### src/rtl/password_enroll.sv
// ============================================================================
// Module  : password_enroll
// Brief   : Two-pass 4-digit password enrollment with LED/HEX status.
//           Optional inactivity abort: define PASSWORD_ENROLL_TIMEOUT_EN.
// Revision: 1.0 - initial release
// ============================================================================
`default_nettype none

module password_enroll #(
  parameter logic [15:0] DEFAULT_CODE  = 16'h2016,
  parameter int unsigned TIMEOUT_TICKS = 200
) (
  input  logic        slow_clk,
  input  logic        rst,
  input  logic        enroll_req,
  input  logic [9:0]  key_pulse,
  output logic [15:0] code_out,
  output logic        code_update,
  output logic        busy,
  output logic [3:0]  status_LED,
  output logic [6:0]  HEX0,
  output logic [6:0]  HEX1,
  output logic [6:0]  HEX2,
  output logic [6:0]  HEX3,
  output logic [6:0]  HEX4
);

  typedef enum logic [2:0] {
    S_IDLE    = 3'd0,
    S_ENTER   = 3'd1,
    S_CONFIRM = 3'd2,
    S_DONE    = 3'd3,
    S_FAIL    = 3'd4
  } state_t;

  localparam logic [6:0] c_seg_blank = 7'b1111111;
  localparam logic [6:0] c_seg_dash  = 7'b0111111;
  localparam logic [6:0] c_seg_e     = 7'b0000110;
  localparam logic [6:0] c_seg_c     = 7'b1000110;
  localparam logic [6:0] c_seg_d     = 7'b0100001;
  localparam logic [6:0] c_seg_o     = 7'b0100011;
  localparam logic [6:0] c_seg_n     = 7'b0101011;
  localparam logic [6:0] c_seg_r     = 7'b0101111;

  state_t      r_state;
  logic [1:0]  r_cnt;
  logic [15:0] r_new_buf;
  logic [15:0] r_cfm_buf;

  state_t      w_state_nxt;
  logic [1:0]  w_cnt_nxt;
  logic [15:0] w_new_nxt;
  logic [15:0] w_cfm_nxt;
  logic        w_commit;
  logic        w_key_valid;
  logic        w_key_multi;
  logic [3:0]  w_digit;
  logic        w_timeout;

  logic [3:0]  w_led_nxt;
  logic [6:0]  w_hex0_nxt;
  logic [6:0]  w_hex1_nxt;
  logic [6:0]  w_hex2_nxt;
  logic [6:0]  w_hex3_nxt;
  logic [6:0]  w_hex4_nxt;

  // Digit slot idx lives in the nibble counted from the MSB end.
  function automatic logic [3:0] get_digit(input logic [15:0] vec, input logic [1:0] idx);
    logic [3:0] d;
    case (idx)
      2'd0:    d = vec[15:12];
      2'd1:    d = vec[11:8];
      2'd2:    d = vec[7:4];
      default: d = vec[3:0];
    endcase
    return d;
  endfunction

  function automatic logic [15:0] set_digit(input logic [15:0] vec, input logic [1:0] idx,
                                            input logic [3:0] d);
    logic [15:0] v;
    v = vec;
    case (idx)
      2'd0:    v[15:12] = d;
      2'd1:    v[11:8]  = d;
      2'd2:    v[7:4]   = d;
      default: v[3:0]   = d;
    endcase
    return v;
  endfunction

  always_comb begin
    w_key_valid = (key_pulse != '0) && ((key_pulse & (key_pulse - 10'd1)) == '0);
    w_key_multi = (key_pulse != '0) && !w_key_valid;
    w_digit     = '0;
    for (int i = 0; i < 10; i++) begin
      if (key_pulse[i]) w_digit = 4'(i);
    end
  end

`ifdef PASSWORD_ENROLL_TIMEOUT_EN
  logic [15:0] r_idle;
  logic [15:0] w_idle_inc;
  logic        w_idle_clr;

  assign w_idle_inc = r_idle + 16'd1;
  assign w_timeout  = (w_idle_inc == 16'(TIMEOUT_TICKS));
  assign w_idle_clr = enroll_req || w_key_valid ||
                      !((w_state_nxt == S_ENTER) || (w_state_nxt == S_CONFIRM));

  always_ff @(posedge slow_clk or negedge rst) begin
    if (!rst) begin
      r_idle <= '0;
    end else if (w_idle_clr) begin
      r_idle <= '0;
    end else begin
      r_idle <= w_idle_inc;
    end
  end
`else
  logic w_unused_timeout;
  assign w_unused_timeout = |TIMEOUT_TICKS;
  assign w_timeout        = 1'b0;
`endif

  always_comb begin
    w_state_nxt = r_state;
    w_cnt_nxt   = r_cnt;
    w_new_nxt   = r_new_buf;
    w_cfm_nxt   = r_cfm_buf;
    w_commit    = 1'b0;
    case (r_state)
      S_ENTER, S_CONFIRM: begin
        // A restart request outranks any key arriving in the same cycle.
        if (enroll_req) begin
          w_state_nxt = S_ENTER;
          w_cnt_nxt   = '0;
          w_new_nxt   = '0;
          w_cfm_nxt   = '0;
        end else if (w_key_multi) begin
          w_state_nxt = S_FAIL;
        end else if (w_key_valid && (r_state == S_ENTER)) begin
          w_new_nxt = set_digit(r_new_buf, r_cnt, w_digit);
          w_cnt_nxt = r_cnt + 2'd1;
          if (r_cnt == 2'd3) w_state_nxt = S_CONFIRM;
        end else if (w_key_valid) begin
          w_cfm_nxt = set_digit(r_cfm_buf, r_cnt, w_digit);
          w_cnt_nxt = r_cnt + 2'd1;
          if (w_digit != get_digit(r_new_buf, r_cnt)) begin
            w_state_nxt = S_FAIL;
          end else if (r_cnt == 2'd3) begin
            w_state_nxt = S_DONE;
            w_commit    = 1'b1;
          end
        end else if (w_timeout) begin
          w_state_nxt = S_FAIL;
        end
      end
      default: begin
        if (enroll_req) begin
          w_state_nxt = S_ENTER;
          w_cnt_nxt   = '0;
          w_new_nxt   = '0;
          w_cfm_nxt   = '0;
        end
      end
    endcase
  end

  // Status is derived from the next state so it lands on the same edge.
  always_comb begin
    w_led_nxt  = 4'b0000;
    w_hex0_nxt = c_seg_blank;
    w_hex1_nxt = c_seg_blank;
    w_hex2_nxt = c_seg_blank;
    w_hex3_nxt = c_seg_blank;
    w_hex4_nxt = c_seg_blank;
    case (w_state_nxt)
      S_ENTER, S_CONFIRM: begin
        w_hex4_nxt = (w_state_nxt == S_ENTER) ? c_seg_e : c_seg_c;
        case (w_cnt_nxt)
          2'd1: begin
            w_led_nxt  = 4'b0001;
            w_hex3_nxt = c_seg_dash;
          end
          2'd2: begin
            w_led_nxt  = 4'b0011;
            w_hex3_nxt = c_seg_dash;
            w_hex2_nxt = c_seg_dash;
          end
          2'd3: begin
            w_led_nxt  = 4'b0111;
            w_hex3_nxt = c_seg_dash;
            w_hex2_nxt = c_seg_dash;
            w_hex1_nxt = c_seg_dash;
          end
          default: ;
        endcase
      end
      S_DONE: begin
        w_led_nxt  = 4'b1111;
        w_hex3_nxt = c_seg_d;
        w_hex2_nxt = c_seg_o;
        w_hex1_nxt = c_seg_n;
        w_hex0_nxt = c_seg_e;
      end
      S_FAIL: begin
        w_hex4_nxt = c_seg_e;
        w_hex3_nxt = c_seg_r;
        w_hex2_nxt = c_seg_r;
      end
      default: ;
    endcase
  end

  always_ff @(posedge slow_clk or negedge rst) begin
    if (!rst) begin
      r_state     <= S_IDLE;
      r_cnt       <= '0;
      r_new_buf   <= '0;
      r_cfm_buf   <= '0;
      code_out    <= DEFAULT_CODE;
      code_update <= 1'b0;
      busy        <= 1'b0;
      status_LED  <= 4'b0000;
      HEX0        <= c_seg_blank;
      HEX1        <= c_seg_blank;
      HEX2        <= c_seg_blank;
      HEX3        <= c_seg_blank;
      HEX4        <= c_seg_blank;
    end else begin
      r_state     <= w_state_nxt;
      r_cnt       <= w_cnt_nxt;
      r_new_buf   <= w_new_nxt;
      r_cfm_buf   <= w_cfm_nxt;
      code_update <= w_commit;
      if (w_commit) code_out <= w_cfm_nxt;
      busy        <= (w_state_nxt == S_ENTER) || (w_state_nxt == S_CONFIRM);
      status_LED  <= w_led_nxt;
      HEX0        <= w_hex0_nxt;
      HEX1        <= w_hex1_nxt;
      HEX2        <= w_hex2_nxt;
      HEX3        <= w_hex3_nxt;
      HEX4        <= w_hex4_nxt;
    end
  end

endmodule

`default_nettype wire

### config.mk
export PLATFORM = sky130hd
export DESIGN_NAME = password_enroll
export DESIGN_NICKNAME = d
export VERILOG_FILES = /design/src/rtl/password_enroll.sv
export SDC_FILE = /design/constraint.sdc
export NUM_CORES = 1
export LEC_CHECK = 0
export CAP_MARGIN = 15
export CORE_MARGIN = 2
export CORE_UTILIZATION = 52
export DETAILED_ROUTE_END_ITERATION = 6
export HOLD_SLACK_MARGIN = 0.15
export MAX_ROUTING_LAYER = met4
export PLACE_DENSITY = 0.8
export SETUP_SLACK_MARGIN = 0.15
export SLEW_MARGIN = 30
export SYNTH_ARGS = -nofsm -noshare
export SYNTH_HDL_FRONTEND = slang
export SYNTH_SLANG_ARGS = --single-unit
### constraint.sdc
create_clock -name slow_clk -period 2.94 [get_ports slow_clk]
set_input_delay 0.588 -clock slow_clk [delete_from_list [all_inputs] [get_ports slow_clk]]
set_output_delay 0.588 -clock slow_clk [all_outputs]
set_load 0.01 [all_outputs]
# Word-level counts from Yosys, hierarchy flattened
# Index checks and enable logic that the tools add are counted.
[word_totals]
register_bits = 94
input_bits = 13
out_inout_bits = 57
wordCells = 123
[op_classes]
add_sub_neg = 2
eq_ne = 15
n_mux = 67
n_bitwise = 1
reduce_logical = 22
[op_table]
columns = ["operator", "count"]
rows = [
  ["2-to-1 mux 16 bit", 11],
  ["2-to-1 mux 4 bit", 21],
  ["case mux 7 bit (3 select lines)", 2],
  ["2-to-1 mux 7 bit", 5],
  ["case mux 7 bit (2 select lines)", 2],
  ["2-to-1 mux 3 bit", 9],
  ["AND reduction 4 bit", 4],
  ["2-to-1 mux 2 bit", 6],
  ["case mux 4 bit (3 select lines)", 1],
  ["bitwise AND 10 bit", 1],
  ["logical NOT 10 bit", 1],
  ["nonzero test 10 bit", 1],
  ["nonzero test 2 bit", 5],
  ["subtractor 10 x 1 -> 10 bit, second input constant", 1],
  ["equality test 3 x 2 -> 1 bit, second input constant", 3],
  ["case mux 3 bit (3 select lines)", 1],
  ["equality test 2 bit, second input constant", 4],
  ["2-to-1 mux 1 bit", 8],
  ["case mux 4 bit (2 select lines)", 1],
  ["equality test 3 x 1 -> 1 bit, second input constant", 2],
  ["OR reduction 2 bit", 3],
  ["OR reduction 3 bit", 2],
  ["equality test 2 x 1 -> 1 bit, second input constant", 2],
  ["inequality test 4 bit", 1],
  ["other kinds (8)", 10],
]

# Depth between registers and ports, before layout
# Gate-level depths: netlist (run 1).
[logic_depth]
word_depth = 19
ltp_mapped = 11
ltp_nobuf = 10

# Worst setup path before layout (run 1)
# Ideal clock, no wire load.
[synth_path]
path_kind = "input to register"
startpoint = "input key_pulse[0]"
endpoint = "register code_out[10]"
setup_time_ns = 0.125
t_arrival_ns = 2.514
required_time_ns = 2.815
path_slack_ns = 0.301
cell_stages = 9
path_buffers = 1
cell_sequence = "or4_4 > a211oi_2 > a31oi_1 > nor3_2 > and3_1 > buf_6 > mux2i_1 > nor2_2 > mux2_4"
[synth_via]
elab_chain_cells = 9
elab_cells_between_ends = 18
classes_between = "add/sub: 1; mux: 10; bitwise: 1; reduce/logical: 6"
[synth_lines]
columns = ["element", "line", "source"]
rows = [
  ["start: declaration", "16", "input logic [9:0] key_pulse,"],
  ["subtractor 10 x 1 -> 10 bit", "93", "w_key_valid = (key_pulse != '0) && ((key_pulse & (key_pulse - 10'd1)) == '0);"],
  ["bitwise AND 10 bit", "93", ""],
  ["logical NOT 10 bit", "93", ""],
  ["logical AND 1 bit", "93", ""],
  ["2-to-1 mux 16 bit, or another cell as far along", "146", "end else if (w_key_valid) begin"],
  ["2-to-1 mux 16 bit or logical AND 1 bit (tied branches)", "142, 94", ""],
  ["2-to-1 mux 16 bit *", "140", "end else if (w_key_multi) begin"],
  ["2-to-1 mux 16 bit *", "135", "if (enroll_req) begin"],
  ["2-to-1 mux 16 bit *", "132", "case (r_state)"],
  ["named net w_cfm_nxt[10]", "53", "logic [15:0] w_cfm_nxt;"],
  ["end signal: assignment", "237", "if (w_commit) code_out <= w_cfm_nxt;"],
  ["end: declaration", "17", "output logic [15:0] code_out,"],
]
# The timed path passes the listed nets; every way through them passes the cells marked *.
# A chain may end at the register's enable or synchronous reset.

# Worst setup path after layout (run 1)
[layout_path]
startpoint = "input key_pulse[0]"
endpoint = "register code_out[5]"
# The elaborated chain is that of the path after synthesis.

==> flow_metrics.py, run 1 <==
metrics = {
    "placement": {
        "place.gp.congestion": 0.928,
        "dp.final_hpwl_um": 6210,
        "pre_cts_setup_slack_ns": -0.317,
        "portBuffers": 56,
        "place_area_um2": 4530,
    },
    "timing": {
        "finalMaxSlewViolations": 0,
        "maxClockFrequency_mhz": 367,
        "max-slew-margin-rel_pct": 51.4,
        "rsz0062_at_grt": "false",
        "post-route-period-util_pct": 92.7,
        "min_period_ns": 2.73,
        "report.final.hold_viol_count": 0,
        "report.final.setup_viol": 0,
        "final_critical_path_setup_slack_ns": 0.214,
        "skew_final_ns": 0.00579,
        "setup-tns-final_ns": 0,
        "transition_time_of_the_tightest_slew_check_pin_ns": 0.730,
    },
    "setup_path": {
        "crit_path_max_fanout": 4,
        "critPathLaunch": "key_pulse[0]",
        "worst-setup-path-type": "input port to flip-flop",
        "crit-reg2reg-launch": "r_cnt[1]",
        "worst-r2r-cell-count": 10,
        "critPathLaunchType": "input port",
        "regToRegSetupSlack_ns": 0.26,
        "cp-end-kind": "flip-flop",
        "critPathArrivalTime_ns": 2.96,
        "worstPathRequired_ns": 3.17,
        "r2r_end": "HEX1[6]",
    },
    "cts": {
        "clock_tree.htree_level_count": 3,
        "clk_root_buffer_cell": "sky130_fd_sc_hd__clkbuf_8",
        "reg_clk_slew_reported_paths_ns": 0.07,
        "cts_made_buffers": 9,
        "cts_buffer_depth": 2,
        "clock_sink_count": 68,
        "post_cts_hold_buffer_count": 0,
        "tritoncts": "done",
        "clkLatencyLatePin_ns": 0.34,
    },
    "grt": {
        "maximum_number_of_pins_on_one_net_before_global_route_repair": 42,
        "first_global_vias": 2901,
        "grt_antenna_before_repair": 0,
        "wire_length_of_the_first_global_routing_pass_um": 14100,
        "groute.usage.overall_pct": 24.3,
        "overflow": 0,
    },
    "floorplan": {
        "start_util_pct": 54.2,
        "io_pins": 70,
        "floorplan.core_area_um2": 6830,
        "die_height_um": 88.4,
        "dieArea_um2": 7810,
        "die_width_um": 88.4,
        "placementRows": 30,
    },
    "cells_and_area": {
        "post_route_cells_drive_above_1_share_pct": 31.2,
        "final_common_cell": "sky130_fd_sc_hd__dfrtp_1",
        "insertedDiodeCount": 0,
        "layout-area-overhead-vs-synth_pct": 32.3,
        "n_fill_cell": 492,
        "fin_area_um2": 4900,
        "layout.cells.most_common_list": "sky130_fd_sc_hd__dfrtp_1, sky130_fd_sc_hd__buf_4, sky130_fd_sc_hd__clkdlybuf4s50_1",
        "layout.nets": 470,
        "fin_util_pct": 71.7,
    },
    "routing": {
        "antenna_left": 0,
        "route.final.wire_length_um": 8840,
        "drt-pass1-iter-count": 5,
        "drt_drc_violations_left": 0,
        "routed-via-count": 3049,
        "initialDrtViolationCount": 231,
        "wl_per_cell_um": 16.0,
        "route.detailed.vias_per_inst": 5.50,
    },
    "yosys": {
        "yosysSeqAreaShare_pct": 46.4,
        "number_of_flops_mapped_to_enable_cells_by_yosys": 0,
        "syn-mean-instance-area_um2": 10.3,
        "syn_inst": 361,
        "post_synth_instance_area_um2": 3700,
        "ys_ff_latch": 68,
        "yosys_most_used_dff": "sky130_fd_sc_hd__dfrtp_1",
        "synthDistinctLibCells": 66,
        "async_flop_share_pct": 100,
        "synth-warning-count": 0,
    },
    "flow_run": {
        "max_cap_viol_count": 0,
    },
    "power": {
        "p_leak_nw": 2.18,
        "max-vdd-ir-drop_v": 0.000252,
        "power_per_cell_area_nw_per_um2": 425,
    },
    "min_path": {
        "worstHoldPathType": "input port to asynchronous set/reset pin",
    },
    "outcome": {
        "outcome": "finished clean",
    },
}
==> cell families after synthesis <==
logic type	after synthesis	share of synthesized area [%]
xor gates and xnor gates	4	0.946
DFF	68	46.4
adders and majority gates	5	1.62
and+or+nand+nor	127	18.4
buffers and inverters	55	9.87
muxes	29	8.82
AOI/OAI and AO/OA	72	13.8
other	1	0.101
==> worst max-delay path: stages <==
cell	delay (ns)
sky130_fd_sc_hd__clkdlybuf4s50_1	0.41
sky130_fd_sc_hd__or4_4	0.47
sky130_fd_sc_hd__a211oi_4	0.27
sky130_fd_sc_hd__a31oi_1	0.11
sky130_fd_sc_hd__nor3_2	0.19
sky130_fd_sc_hd__buf_4	0.16
sky130_fd_sc_hd__and3_4	0.19
sky130_fd_sc_hd__mux2i_1	0.21
sky130_fd_sc_hd__nor2_2	0.07
sky130_fd_sc_hd__mux2_4	0.28
==> report_power, final <==
group / internal, mW / leakage, nW / switching, mW
registers: 0.959 / 0.885 / 0.0163
logic: 0.122 / 1.19 / 0.158
clock network: 0.475 / 0.103 / 0.353
==> worst max path at each step <==
stage	slack, ns	cells past startpoint	to
after global routing	0.14	9	HEX4[6]
after floorplan	0.30	9	code_out[10]
after global placement	-0.21	10	HEX1[6]
after CTS	0.12	10	status_LED[2]
after detailed placement	-0.32	10	status_LED[2]
final	0.21	10	code_out[5]
==> cell type report <==
cell class | count | area, um2 | area share [%]
multi-input cells | 250 | 1800 | 36.7
flip-flops and latches | 68 | 1720 | 35.1
repair buffers | 112 | 1000 | 20.5
clock buffers | 11 | 131 | 2.68
well taps | 96 | 120 | 2.45
clock inverters | 5 | 77.6 | 1.58
inverters | 12 | 45.0 | 0.920
==> through the flow <==
stage	hold slack (ns)	std cells	power, mW
5_1_grt	0.372	554	2.15
3_5_place_dp	0.467	536	1.26
3_3_place_gp	0.452	536	1.25
2_1_floorplan	0.292	373	1.14
4_1_cts	0.312	552	2.07
6_report	0.305	554	2.08
==> synth_stat cells, drive strengths merged, types with 2 or more instances <==
| cell | n | area (um2) |
|---|---|---|
| dfrtp | 55 | 1380 |
| nor2 | 46 | 198 |
| buf | 35 | 280 |
| nand2 | 24 | 90.1 |
| mux2i | 18 | 180 |
| a21oi | 15 | 75.1 |
| o21ai | 14 | 73.8 |
| dfstp | 13 | 342 |
| inv | 12 | 45.0 |
| mux2 | 11 | 146 |
| a211oi | 9 | 87.6 |
| a31oi | 9 | 56.3 |
| clkbuf | 8 | 40.0 |
| and3 | 7 | 45.1 |
| nand3 | 7 | 40.0 |
| nor3 | 7 | 45.0 |
| nand2b | 6 | 37.5 |
| nor4 | 5 | 37.5 |
| or2 | 5 | 31.3 |
| a222oi | 4 | 40.0 |
| and2 | 4 | 25.0 |
| ha | 4 | 50.1 |
| xnor2 | 4 | 35.0 |
| nand3b | 3 | 22.5 |
| nand4 | 3 | 31.3 |
| o211ai | 3 | 22.5 |
| or3 | 3 | 18.8 |
| nor2b | 2 | 12.5 |
| o2111a | 2 | 22.5 |
| o21bai | 2 | 15.0 |
| o22ai | 2 | 12.5 |
| or4 | 2 | 18.8 |
==> flip-flops by register name, indices dropped and copies added (netlist names) <==
name / count
code_out: 16
r_cfm_buf: 16
r_new_buf: 16
status_LED: 4
HEX2: 3
r_state: 3
HEX1: 2
HEX4: 2
r_cnt: 2
HEX0: 1
HEX3: 1
busy: 1
code_update: 1
==> metal layers <==
layer,track usage [%],up-vias,share of wire [%]
met3,3.73,13,4.8
met1,31.8,1493,43
met2,38.1,115,51
met5,-,-,0
met4,9.64,0,1.2
li1,-,1428,-
==> repair_timing <==
item	CTS	global route
resized for setup	6	25
pin swaps	2	5
setup endpoints to repair	16	50
setup buffers	0	2
hold endpoints to repair	0	0
Note: power is estimated with default switching activity, not from simulation.
==> run 2, diff against run 1 <==
==> constraint.sdc (replaced) <==
create_clock -name slow_clk -period 2.94 [get_ports slow_clk]
set_input_delay 0.441 -clock slow_clk [delete_from_list [all_inputs] [get_ports slow_clk]]
set_output_delay 0.441 -clock slow_clk [all_outputs]
set_load 0.01 [all_outputs]
==> flow_metrics.py, run 2 (synthesized netlist as in run 1, its figures left out) <==
metrics = {
    "timing": {
        "report.final.setup_viol": 0,
        "final_critical_path_setup_slack_ns": 0.265,
        "post-route-period-util_pct": 91.0,
        "hold-worst-slack_ns": 0.471,
        "maxClockFrequency_mhz": 374,
        "rsz0062_at_grt": "true",
        "finalMaxSlewViolations": 0,
        "transition_time_of_the_tightest_slew_check_pin_ns": 0.731,
        "max-slew-margin-rel_pct": 51.3,
        "report.final.hold_viol_count": 0,
        "skew_final_ns": 0.00828,
        "min_period_ns": 2.68,
    },
    "min_path": {
        "min_delay_startpoint": "code_out[2]",
        "hold_path_depth": 2,
        "whs_endpoint": "code_out[2]",
        "worstHoldPathType": "flip-flop to flip-flop",
    },
    "setup_path": {
        "critPathArrivalTime_ns": 2.96,
        "critPathLaunchType": "input port",
        "cpMostUsedCell": "sky130_fd_sc_hd__buf_4",
        "slowest_stage_delay_cp_ns": 0.42,
        "worstPathRequired_ns": 3.22,
        "critical_path.slowest_cell": "sky130_fd_sc_hd__clkdlybuf4s50_1",
        "cp-end-kind": "flip-flop",
        "worst-r2r-cell-count": 10,
        "crit_chain": "clkdlybuf4s50_1, buf_4, maj3_1, o22ai_1, o311ai_1, nor3_2, buf_4, and3_2, o21ai_1, a211o_1",
        "regToRegSetupSlack_ns": 0.29,
        "crit_path_max_fanout": 10,
        "crit-reg2reg-launch": "r_cnt[0]",
        "worst-setup-path-type": "input port to flip-flop",
        "r2r_end": "HEX1[6]",
    },
    "cells_and_area": {
        "post_route_cells_drive_above_1_share_pct": 26.6,
        "top_regs": "code_out (16), r_cfm_buf (16), r_new_buf (16)",
        "area.sequential_um2": 1720,
        "layout.nets": 463,
        "fin_util_pct": 68.6,
        "layout-area-overhead-vs-synth_pct": 26.6,
        "n_fill_cell": 529,
        "final_common_cell": "sky130_fd_sc_hd__clkdlybuf4s50_1",
        "insertedDiodeCount": 0,
        "fin_area_um2": 4690,
        "layout.cells.most_common_list": "sky130_fd_sc_hd__clkdlybuf4s50_1, sky130_fd_sc_hd__dfrtp_1, sky130_fd_sc_hd__buf_4",
        "multiInputGateArea_um2": 1690,
    },
    "grt": {
        "wire_length_of_the_first_global_routing_pass_um": 14500,
        "groute.usage.overall_pct": 25.1,
        "overflow": 0,
        "maximum_number_of_pins_on_one_net_before_global_route_repair": 42,
        "first_global_vias": 3076,
        "grt_antenna_before_repair": 0,
    },
    "power": {
        "share_comb_of_total_power_pct": 13.4,
        "share_clk_of_total_power_pct": 36.1,
        "max-vdd-ir-drop_v": 0.000288,
        "switching_power_mw": 0.551,
        "switching_share_pct": 28.5,
        "p_int_mw": 1.38,
        "power_mw": 1.93,
        "power_per_cell_area_nw_per_um2": 412,
        "seqPwrFrac_pct": 50.5,
        "p_leak_nw": 2.12,
    },
    "floorplan": {
        "floorplan.core_area_um2": 6830,
        "die_width_um": 88.4,
        "start_util_pct": 54.2,
        "placementRows": 30,
        "die_height_um": 88.4,
        "dieArea_um2": 7810,
        "io_pins": 70,
    },
    "placement": {
        "pre_cts_setup_slack_ns": -0.107,
        "place.gp.congestion": 0.941,
        "dp.final_hpwl_um": 6310,
        "place_area_um2": 4470,
        "portBuffers": 56,
    },
    "cts": {
        "reg_clk_slew_reported_paths_ns": 0.07,
        "clk_root_buffer_cell": "sky130_fd_sc_hd__clkbuf_8",
        "clkLatencyLatePin_ns": 0.36,
        "clock_sink_count": 68,
        "clock_tree.htree_level_count": 3,
        "cts_buffer_depth": 2,
        "cts_made_buffers": 9,
        "tritoncts": "done",
    },
    "routing": {
        "initialDrtViolationCount": 231,
        "wl_per_cell_um": 16.1,
        "drt-pass1-iter-count": 4,
        "route.detailed.vias_per_inst": 5.47,
        "drt_drc_violations_left": 0,
        "route.final.wire_length_um": 8810,
        "routed-via-count": 2992,
        "antenna_left": 0,
    },
    "outcome": {
        "outcome": "finished clean",
    },
    "flow_run": {
        "max_cap_viol_count": 0,
    },
}
[run 2: cell types whose count changed in the layout (fill, tap and decap cells not counted), sizes merged]
cell           previous run  this run
clkdlybuf4s50            52        55
clkinvlp                  1         2
clkinv                    2         3
buf                      57        49
bufinv                    2         0
dlygate4sd3               0         1
dlymetal6s2s              1         0
clkbuf                   11         9
dlygate4sd2               2         0
inv                      12        14
[run 2: power groups by stage]
stage | clock network [mW] | logic (mW) | registers, mW
after global placement | 0 | 0.247 | 0.991
after detailed placement | 0 | 0.252 | 0.993
after global routing | 0.749 | 0.283 | 0.978
final | 0.697 | 0.259 | 0.975
after floorplan | 0 | 0.148 | 0.990
after CTS | 0.706 | 0.254 | 0.975
[run 2: worst max-delay path by stage]
| stage | start | endpoint | slack (ns) | cells past startpoint |
|---|---|---|---|---|
| 2_1_floorplan | key_pulse[0] | code_out[10] | 0.45 | 9 |
| 3_3_place_gp | key_pulse[0] | code_out[15] | -0.05 | 9 |
| 3_5_place_dp | key_pulse[0] | HEX4[6] | -0.11 | 9 |
| 4_1_cts | r_cnt[0] | HEX1[6] | 0.17 | 10 |
| 5_1_grt | r_cnt[0] | HEX1[6] | 0.14 | 10 |
| 6_report | key_pulse[1] | HEX1[6] | 0.26 | 10 |
[run 2: timing repair]
action,in CTS,in global routing
setup endpoints to repair,4,30
hold endpoints to repair,9,0
pin swaps,0,3
cloned,0,0
setup buffers,0,1
hold buffers,1,0
gates resized for setup,1,6
[run 2: through the flow]
stage,setup TNS (ns),instances
floorplan,0,373
global placement,-0.405,529
detailed placement,-1.16,529
CTS,0,546
global route,0,547
finish,0,547
[run 2: worst max-delay path, delay by kind of cell]
| family | cells | cell delay (ns) |
|---|---|---|
| AOI/OAI and AO/OA | 4 | 0.78 |
| adders and majority gates | 1 | 0.34 |
| and+or+nand+nor | 2 | 0.57 |
| buffers and inverters | 3 | 0.82 |
[run 2: cell type report]
| class | count | area share, % |
|---|---|---|
| Clock buffer | 9 | 2.64 |
| Clock inverter | 7 | 1.09 |
| Inverter | 12 | 0.961 |
| Multi-Input combinational cell | 250 | 36.0 |
| Sequential cell | 68 | 36.7 |
| Tap cell | 96 | 2.56 |
| Timing Repair Buffer | 105 | 20.0 |
[run 2: routing by layer]
metal | global-route usage, % | up-vias | share of wire, %
met2 | 41.1 | 95 | 51
met4 | 9.92 | 0 | 1.7
met1 | 30.6 | 1475 | 43
li1 | - | 1408 | -
met3 | 4.85 | 14 | 4.3
met5 | - | - | 0
